===== config.mk =====
export PLATFORM = sky130hd
export DESIGN_NAME = renode_axi_reg_bridge
export DESIGN_NICKNAME = d
export VERILOG_FILES = /design/src/rtl/renode_axi_pkg.sv /design/src/rtl/renode_axi_reg_bridge_timeout.sv /design/src/rtl/renode_axi_reg_bridge.sv
export SDC_FILE = /design/constraint.sdc
export NUM_CORES = 1
export LEC_CHECK = 0
export ABC_AREA = 1
export ABC_CLOCK_PERIOD_IN_PS = 2600
export CORE_ASPECT_RATIO = 1.75
export CORE_MARGIN = 5
export CORE_UTILIZATION = 47
export DETAILED_ROUTE_END_ITERATION = 8
export GPL_TIMING_DRIVEN = 0
export PLACE_DENSITY_LB_ADDON = 0.25
export SYNTH_ARGS = -nofsm -noshare
export SYNTH_HDL_FRONTEND = slang
export SYNTH_SLANG_ARGS = --single-unit

===== constraint.sdc =====
create_clock -name aclk -period 2.6 [get_ports aclk]
set_input_delay 0.39 -clock aclk [delete_from_list [all_inputs] [get_ports aclk]]
set_output_delay 0.39 -clock aclk [all_outputs]
set_load 0.03 [all_outputs]

===== src/rtl/renode_axi_pkg.sv =====
// Shared types for the Renode AXI register bridge: AXI response codes and bridge FSM states.
// No logic, no latency, no flow control of its own.
package renode_axi_pkg;

    typedef enum logic [1:0] {
        Okay                = 2'd0,
        ExclusiveAccessOkay = 2'd1,
        SlaveError          = 2'd2,
        DecodeError         = 2'd3
    } axi_resp_e;

    typedef enum logic [2:0] {
        IDLE,
        WR_COLLECT,
        WR_DRAIN,
        REQ,
        WAIT_RSP,
        B_RESP,
        R_RESP
    } bridge_state_e;

    function automatic axi_resp_e resp_from_err(input logic err);
        return err ? SlaveError : Okay;
    endfunction

endpackage


===== src/rtl/renode_axi_reg_bridge_timeout.sv =====
// Watchdog for the register port: counts cycles while enabled, flags expiry on the Limit-th cycle.
// Expiry is combinational on the counter; the count holds once expired and clears on clear.
module renode_axi_reg_bridge_timeout #(
    parameter int Limit = 256
) (
    input  logic clk,
    input  logic reset,
    input  logic clear,
    input  logic enable,
    output logic expired
);

    logic [15:0] count;

    assign expired = enable && (count >= 16'(Limit - 1));

    always_ff @(posedge clk) begin
        if (reset || clear) begin
            count <= '0;
        end else if (enable && !expired) begin
            count <= count + 16'd1;
        end
    end

endmodule


===== src/rtl/renode_axi_reg_bridge.sv =====
// AXI4 subordinate turning single-beat transfers into one register request; bursts drained with SLVERR.
// Latency: req_valid 1 cycle after the AW/W (or AR) handshake, B/R 1 cycle after rsp_valid.
// Backpressure: one transaction in flight; all channels stall until B/R retires. Watchdog: RENODE_AXI_REG_BRIDGE_TIMEOUT_EN.
module renode_axi_reg_bridge
    import renode_axi_pkg::*;
#(
    parameter int AddressWidth       = 32,
    parameter int DataWidth          = 32,
    parameter int TransactionIdWidth = 8,
    parameter int TimeoutCycles      = 256,
    localparam int StrobeWidth       = DataWidth / 8
) (
    input  logic                          aclk,
    input  logic                          areset,
    input  logic [TransactionIdWidth-1:0] awid,
    input  logic [AddressWidth-1:0]       awaddr,
    input  logic [7:0]                    awlen,
    input  logic [2:0]                    awsize,
    input  logic                          awvalid,
    output logic                          awready,
    input  logic [DataWidth-1:0]          wdata,
    input  logic [StrobeWidth-1:0]        wstrb,
    input  logic                          wlast,
    input  logic                          wvalid,
    output logic                          wready,
    output logic [TransactionIdWidth-1:0] bid,
    output logic [1:0]                    bresp,
    output logic                          bvalid,
    input  logic                          bready,
    input  logic [TransactionIdWidth-1:0] arid,
    input  logic [AddressWidth-1:0]       araddr,
    input  logic [7:0]                    arlen,
    input  logic [2:0]                    arsize,
    input  logic                          arvalid,
    output logic                          arready,
    output logic [TransactionIdWidth-1:0] rid,
    output logic [DataWidth-1:0]          rdata,
    output logic [1:0]                    rresp,
    output logic                          rlast,
    output logic                          rvalid,
    input  logic                          rready,
    output logic                          req_valid,
    output logic                          req_write,
    output logic [AddressWidth-1:0]       req_addr,
    output logic [DataWidth-1:0]          req_wdata,
    output logic [StrobeWidth-1:0]        req_strb,
    input  logic                          req_ready,
    input  logic                          rsp_valid,
    input  logic [DataWidth-1:0]          rsp_rdata,
    input  logic                          rsp_error
);

    bridge_state_e                 state;
    logic                          aw_got, w_got, wlast_q, last_read, cmd_write;
    logic [TransactionIdWidth-1:0] awid_q, arid_q;
    logic [AddressWidth-1:0]       addr_q;
    logic [DataWidth-1:0]          wdata_q;
    logic [StrobeWidth-1:0]        strb_q;
    logic [7:0]                    len_q, beat_cnt;
    logic                          timed_out;

    logic grant_write, grant_read, aw_hs, w_hs, aw_done, w_done, wlast_now;
    logic finish, fin_err;
    logic [7:0] len_now;

    logic unused;
    assign unused = ^{awsize, arsize};

    // Round-robin: last_read=1 means the read side was served last, so writes win ties.
    assign grant_write = (awvalid | wvalid) & (~arvalid | last_read);
    assign grant_read  = arvalid & ~grant_write;

    assign awready = (state == IDLE && grant_write) || (state == WR_COLLECT && !aw_got);
    assign wready  = (state == IDLE && grant_write) || (state == WR_COLLECT && !w_got)
                   || (state == WR_DRAIN);
    assign arready = (state == IDLE) && grant_read;

    assign aw_hs     = awvalid & awready;
    assign w_hs      = wvalid & wready;
    assign aw_done   = aw_got | aw_hs;
    assign w_done    = w_got | w_hs;
    assign len_now   = aw_hs ? awlen : len_q;
    assign wlast_now = w_hs ? wlast : wlast_q;

    // A watchdog expiry wins over a same-cycle response.
    assign finish  = ((state == REQ || state == WAIT_RSP) && timed_out)
                   || (state == WAIT_RSP && rsp_valid);
    assign fin_err = timed_out | rsp_error;

`ifdef RENODE_AXI_REG_BRIDGE_TIMEOUT_EN
    logic wd_run;
    assign wd_run = (state == REQ) || (state == WAIT_RSP);

    renode_axi_reg_bridge_timeout #(.Limit(TimeoutCycles)) u_timeout (
        .clk     (aclk),
        .reset   (areset),
        .clear   (!wd_run),
        .enable  (wd_run),
        .expired (timed_out)
    );
`else
    assign timed_out = 1'b0;
`endif

    always_ff @(posedge aclk) begin
        if (areset) begin
            state     <= IDLE;
            aw_got    <= 1'b0;
            w_got     <= 1'b0;
            wlast_q   <= 1'b0;
            last_read <= 1'b1;
            cmd_write <= 1'b0;
            awid_q    <= '0;
            arid_q    <= '0;
            addr_q    <= '0;
            wdata_q   <= '0;
            strb_q    <= '0;
            len_q     <= '0;
            beat_cnt  <= '0;
            req_valid <= 1'b0;
            req_write <= 1'b0;
            req_addr  <= '0;
            req_wdata <= '0;
            req_strb  <= '0;
            bid       <= '0;
            bresp     <= Okay;
            bvalid    <= 1'b0;
            rid       <= '0;
            rdata     <= '0;
            rresp     <= Okay;
            rlast     <= 1'b0;
            rvalid    <= 1'b0;
        end else begin
            case (state)
                IDLE, WR_COLLECT: begin
                    if (state == WR_COLLECT || grant_write) begin
                        last_read <= 1'b0;
                        cmd_write <= 1'b1;
                        if (aw_hs) begin
                            awid_q <= awid;
                            addr_q <= awaddr;
                            len_q  <= awlen;
                            aw_got <= 1'b1;
                        end
                        if (w_hs) begin
                            wdata_q <= wdata;
                            strb_q  <= wstrb;
                            wlast_q <= wlast;
                            w_got   <= 1'b1;
                        end
                        if (aw_done && len_now != 8'd0) begin
                            aw_got <= 1'b0;
                            w_got  <= 1'b0;
                            if (w_done && wlast_now) begin
                                state  <= B_RESP;
                                bvalid <= 1'b1;
                                bid    <= aw_hs ? awid : awid_q;
                                bresp  <= SlaveError;
                            end else begin
                                state <= WR_DRAIN;
                            end
                        end else if (aw_done && w_done) begin
                            aw_got    <= 1'b0;
                            w_got     <= 1'b0;
                            state     <= REQ;
                            req_valid <= 1'b1;
                            req_write <= 1'b1;
                            req_addr  <= aw_hs ? awaddr : addr_q;
                            req_wdata <= w_hs ? wdata : wdata_q;
                            req_strb  <= w_hs ? wstrb : strb_q;
                        end else begin
                            state <= WR_COLLECT;
                        end
                    end else if (grant_read) begin
                        arid_q    <= arid;
                        len_q     <= arlen;
                        last_read <= 1'b1;
                        cmd_write <= 1'b0;
                        beat_cnt  <= '0;
                        if (arlen == 8'd0) begin
                            state     <= REQ;
                            req_valid <= 1'b1;
                            req_write <= 1'b0;
                            req_addr  <= araddr;
                            req_wdata <= '0;
                            req_strb  <= '0;
                        end else begin
                            state  <= R_RESP;
                            rvalid <= 1'b1;
                            rid    <= arid;
                            rdata  <= '0;
                            rresp  <= SlaveError;
                            rlast  <= 1'b0;
                        end
                    end
                end
                WR_DRAIN: begin
                    if (w_hs && wlast) begin
                        state  <= B_RESP;
                        bvalid <= 1'b1;
                        bid    <= awid_q;
                        bresp  <= SlaveError;
                    end
                end
                REQ, WAIT_RSP: begin
                    if (finish) begin
                        req_valid <= 1'b0;
                        if (cmd_write) begin
                            state  <= B_RESP;
                            bvalid <= 1'b1;
                            bid    <= awid_q;
                            bresp  <= resp_from_err(fin_err);
                        end else begin
                            state  <= R_RESP;
                            rvalid <= 1'b1;
                            rid    <= arid_q;
                            rdata  <= timed_out ? '0 : rsp_rdata;
                            rresp  <= resp_from_err(fin_err);
                            rlast  <= 1'b1;
                        end
                    end else if (state == REQ && req_ready) begin
                        req_valid <= 1'b0;
                        state     <= WAIT_RSP;
                    end
                end
                B_RESP: begin
                    if (bready) begin
                        bvalid <= 1'b0;
                        bid    <= '0;
                        bresp  <= Okay;
                        state  <= IDLE;
                    end
                end
                R_RESP: begin
                    if (rready) begin
                        if (beat_cnt == len_q) begin
                            rvalid   <= 1'b0;
                            rlast    <= 1'b0;
                            rid      <= '0;
                            rdata    <= '0;
                            rresp    <= Okay;
                            beat_cnt <= '0;
                            state    <= IDLE;
                        end else begin
                            beat_cnt <= beat_cnt + 8'd1;
                            rlast    <= (beat_cnt + 8'd1 == len_q);
                        end
                    end
                end
                default: state <= IDLE;
            endcase
        end
    end

endmodule


==> results.tsv <==
metric	value	unit
run status	complete, no violations	
crit path time final	2.579	ns
Buf/Inv on CP	6	
gr ovfl total	0	
Clk Latency, worst-skew pair	0.51	ns
commonest non-fill, non-tap cell in the layout	clkdlybuf4s50_1	
Core Region	20930	sq um
largest net degree at the start of global routing	16	
IO Count	309	
Cell Chain, Critical Path	clkdlybuf4s50_1, inv_1, nor2_1, nor2_1, inv_1, nand2_4, inv_2, nand2_2, nand2_2, nor2_4, buf_8, buf_6	
TritonRoute pass-1 iters	5	
top layer in use	met4	
Worst Max-Slew Pin Slew	0.7025	ns
CP arrival	2.19	ns
Fmax achieved	0.3878	GHz
yosys warns	0	
Final Non-Filler Cells	1945	
nets	1857	
Starting DRT DRC Count	625	
count of max-cap constraint violations	0	
Initial Util	47.54	%
Worst VDD drop	0.8061	mV
routability-driven placement congestion ratio	0.9571	
Post-Syn Area per Cell	7.399	sq um
clock-pin slew on the worst setup and hold paths	0.07	ns
Die Height	202.5	microns
critical path class	in -> out	
Synth Register Bits	231	
DR DRC count	0	
Worst path max stage delay	0.45	ns
WL met3	2584	microns
Final period util	99.18	%
final worst setup slack	0.02124	ns
Worst setup EP type	output port	
critical path launch point type	input pin	
Synth cell types	41	
Final setup viols	0	
Die X-Extent	120	microns
Rows	70	
Critical Path Slowest Stage Cell	clkdlybuf4s50_1	
CTS Buf Count	22	
Total GRT Usage	26.85	%
WL met2	18620	microns
die area	24300	sq um
WL per Instance	17.65	microns
Layout area overhead	43.24	%
Worst Path Max Fanout	10	
DP Worst Slack	-1.162	ns
Pleak	5.621	nW
number of instances in the placed design	1897	
Slew HR	53.17	%
Data required, critical path	2.21	ns
Pwr Total	15.51	mW
Port Buffer Count	299	
hold_buf cts	0	
antenna violations before repair	2	
delay-heaviest family, CP	buffers and inverters	
Clock Sinks	231	
Mapped Cells	1345	
skew final	0.009864	ns
Min-Delay Path Class	in -> reg	
Pwr Density	1088	nW/um^2
endpoints failing hold	0	
met1 WL	12030	microns
H-tree Lvls	1	
unrepaired setup endpoints after global routing	true	
vias in the first global route	10270	
root buffer cell	clkbuf_16	
first-pass GRT wire length	52870	microns
WHS	0.3469	ns
setup total negative slack	0	ns
layout cells sized above 1	7.629	%
CTS tree	done	
most frequent cells in the layout	clkdlybuf4s50_1 (296), dfxtp_1 (229), nand2_1 (209)	
Syn Std Cell Area	9952	sq um
vias	10450	
fin. max-slew vios	0	
Bufs on Longest Clock Path	3	
final WL	34320	microns
DRT antenna net count	0	
detail-routed via count per cell	5.373	
register area share after synthesis	46.47	%
HPWL Detailed	26180	microns
[kinds of logic (layout without fill, tap and decap cells)]
family,count (synthesis),after routing,synth area share (%)
adders and majority gates,1,1,0.1257
buffers and inverters,173,518,7.858
and+or+nand+nor,555,555,23.51
AOI/OAI and AO/OA,342,342,17.90
xor gates and xnor gates,10,10,0.8800
muxes,32,32,3.219
DFF,231,231,46.47
other,1,4,0.03768
[per-stage QoR]
stage                     instance area (sq um)  util, %
after floorplan                            9956        -
after global placement                    13260    63.37
after detailed placement                  13260    63.37
after CTS                                 14130    67.50
after global routing                      14250    68.10
final                                     14250    68.10
[synth_stat cells (all sizes together)]
master	number	area share, %
a221oi	1	0.088
mux2i	32	3.2
xor2	6	0.53
o221a	2	0.23
a21oi	181	9.1
nand3	115	5.9
o22ai	3	0.19
inv	74	2.8
clkinv	1	0.038
nor3b	1	0.13
a211oi	1	0.075
nand4	4	0.25
or2	2	0.13
nor3	4	0.20
nand3b	8	0.64
o2111a	1	0.11
o21ai	132	6.6
xnor2	4	0.35
a22oi	8	0.60
a31oi	12	0.75
o21a	1	0.075
ha	1	0.13
nor2	197	7.5
dfxtp	231	46
nor4	4	0.25
conb	1	0.038
buf	42	2.9
nand2	220	8.5
clkbuf	56	2.1
[worst register-to-register path: cells and delay by family (launching register included)]
family,cells,cell delay (ns)
compound gates,2,0.21
buf+inv,4,0.60
flops,1,0.37
simple gates,11,1.19
[state kept, by name (all words and copies together) (netlist names), 32 cells and up]
| register | cells |
|---|---|
| rdata | 32 |
| addr_q | 32 |
| req_addr | 32 |
| req_wdata | 32 |
| wdata_q | 32 |
[final timing paths]
| path | slack, ns | from | cells after the start | to |
|---|---|---|---|---|
| hold / removal | 0.35 | awvalid | 4 | len_q[1] |
| setup / recovery | 0.02 | arvalid | 12 | arready |
| hold reg to reg | 0.44 | req_addr[16] | 2 | req_addr[16] |
| setup reg to reg | 0.10 | state[2] | 17 | req_addr[17] |
[layer usage]
metal	track usage (%)	vias to the layer above
li1	-	5130
met1	26.94	4868
met2	53.03	384
met3	5.853	69
met4	9.504	0
met5	0	-
[report_power, final]
| group | internal (mW) | total (mW) | leakage, nW | switching (mW) |
|---|---|---|---|---|
| clock network | 2.18 | 3.60 | 0.407 | 1.42 |
| logic | 2.56 | 6.97 | 3.33 | 4.41 |
| registers | 4.46 | 4.95 | 1.88 | 0.485 |
[cell type report]
class	instances	area, sq um
Antenna cell	2	5.005
Buffer	98	528.0
Clock buffer	29	658.1
Clock inverter	11	161.4
Fill cell	1792	6678
Inverter	75	289.0
Multi-Input combinational cell	942	4626
Sequential cell	231	4632
Tap cell	252	315.3
Timing Repair Buffer	305	3040
[what timing repair did]
action | CTS | global route
buffers inserted | 1 | 5
setup endpoints to repair | 22 | 135
pin swaps | 2 | 2
resized for setup | 22 | 34
(Power assumes the default switching activity.)
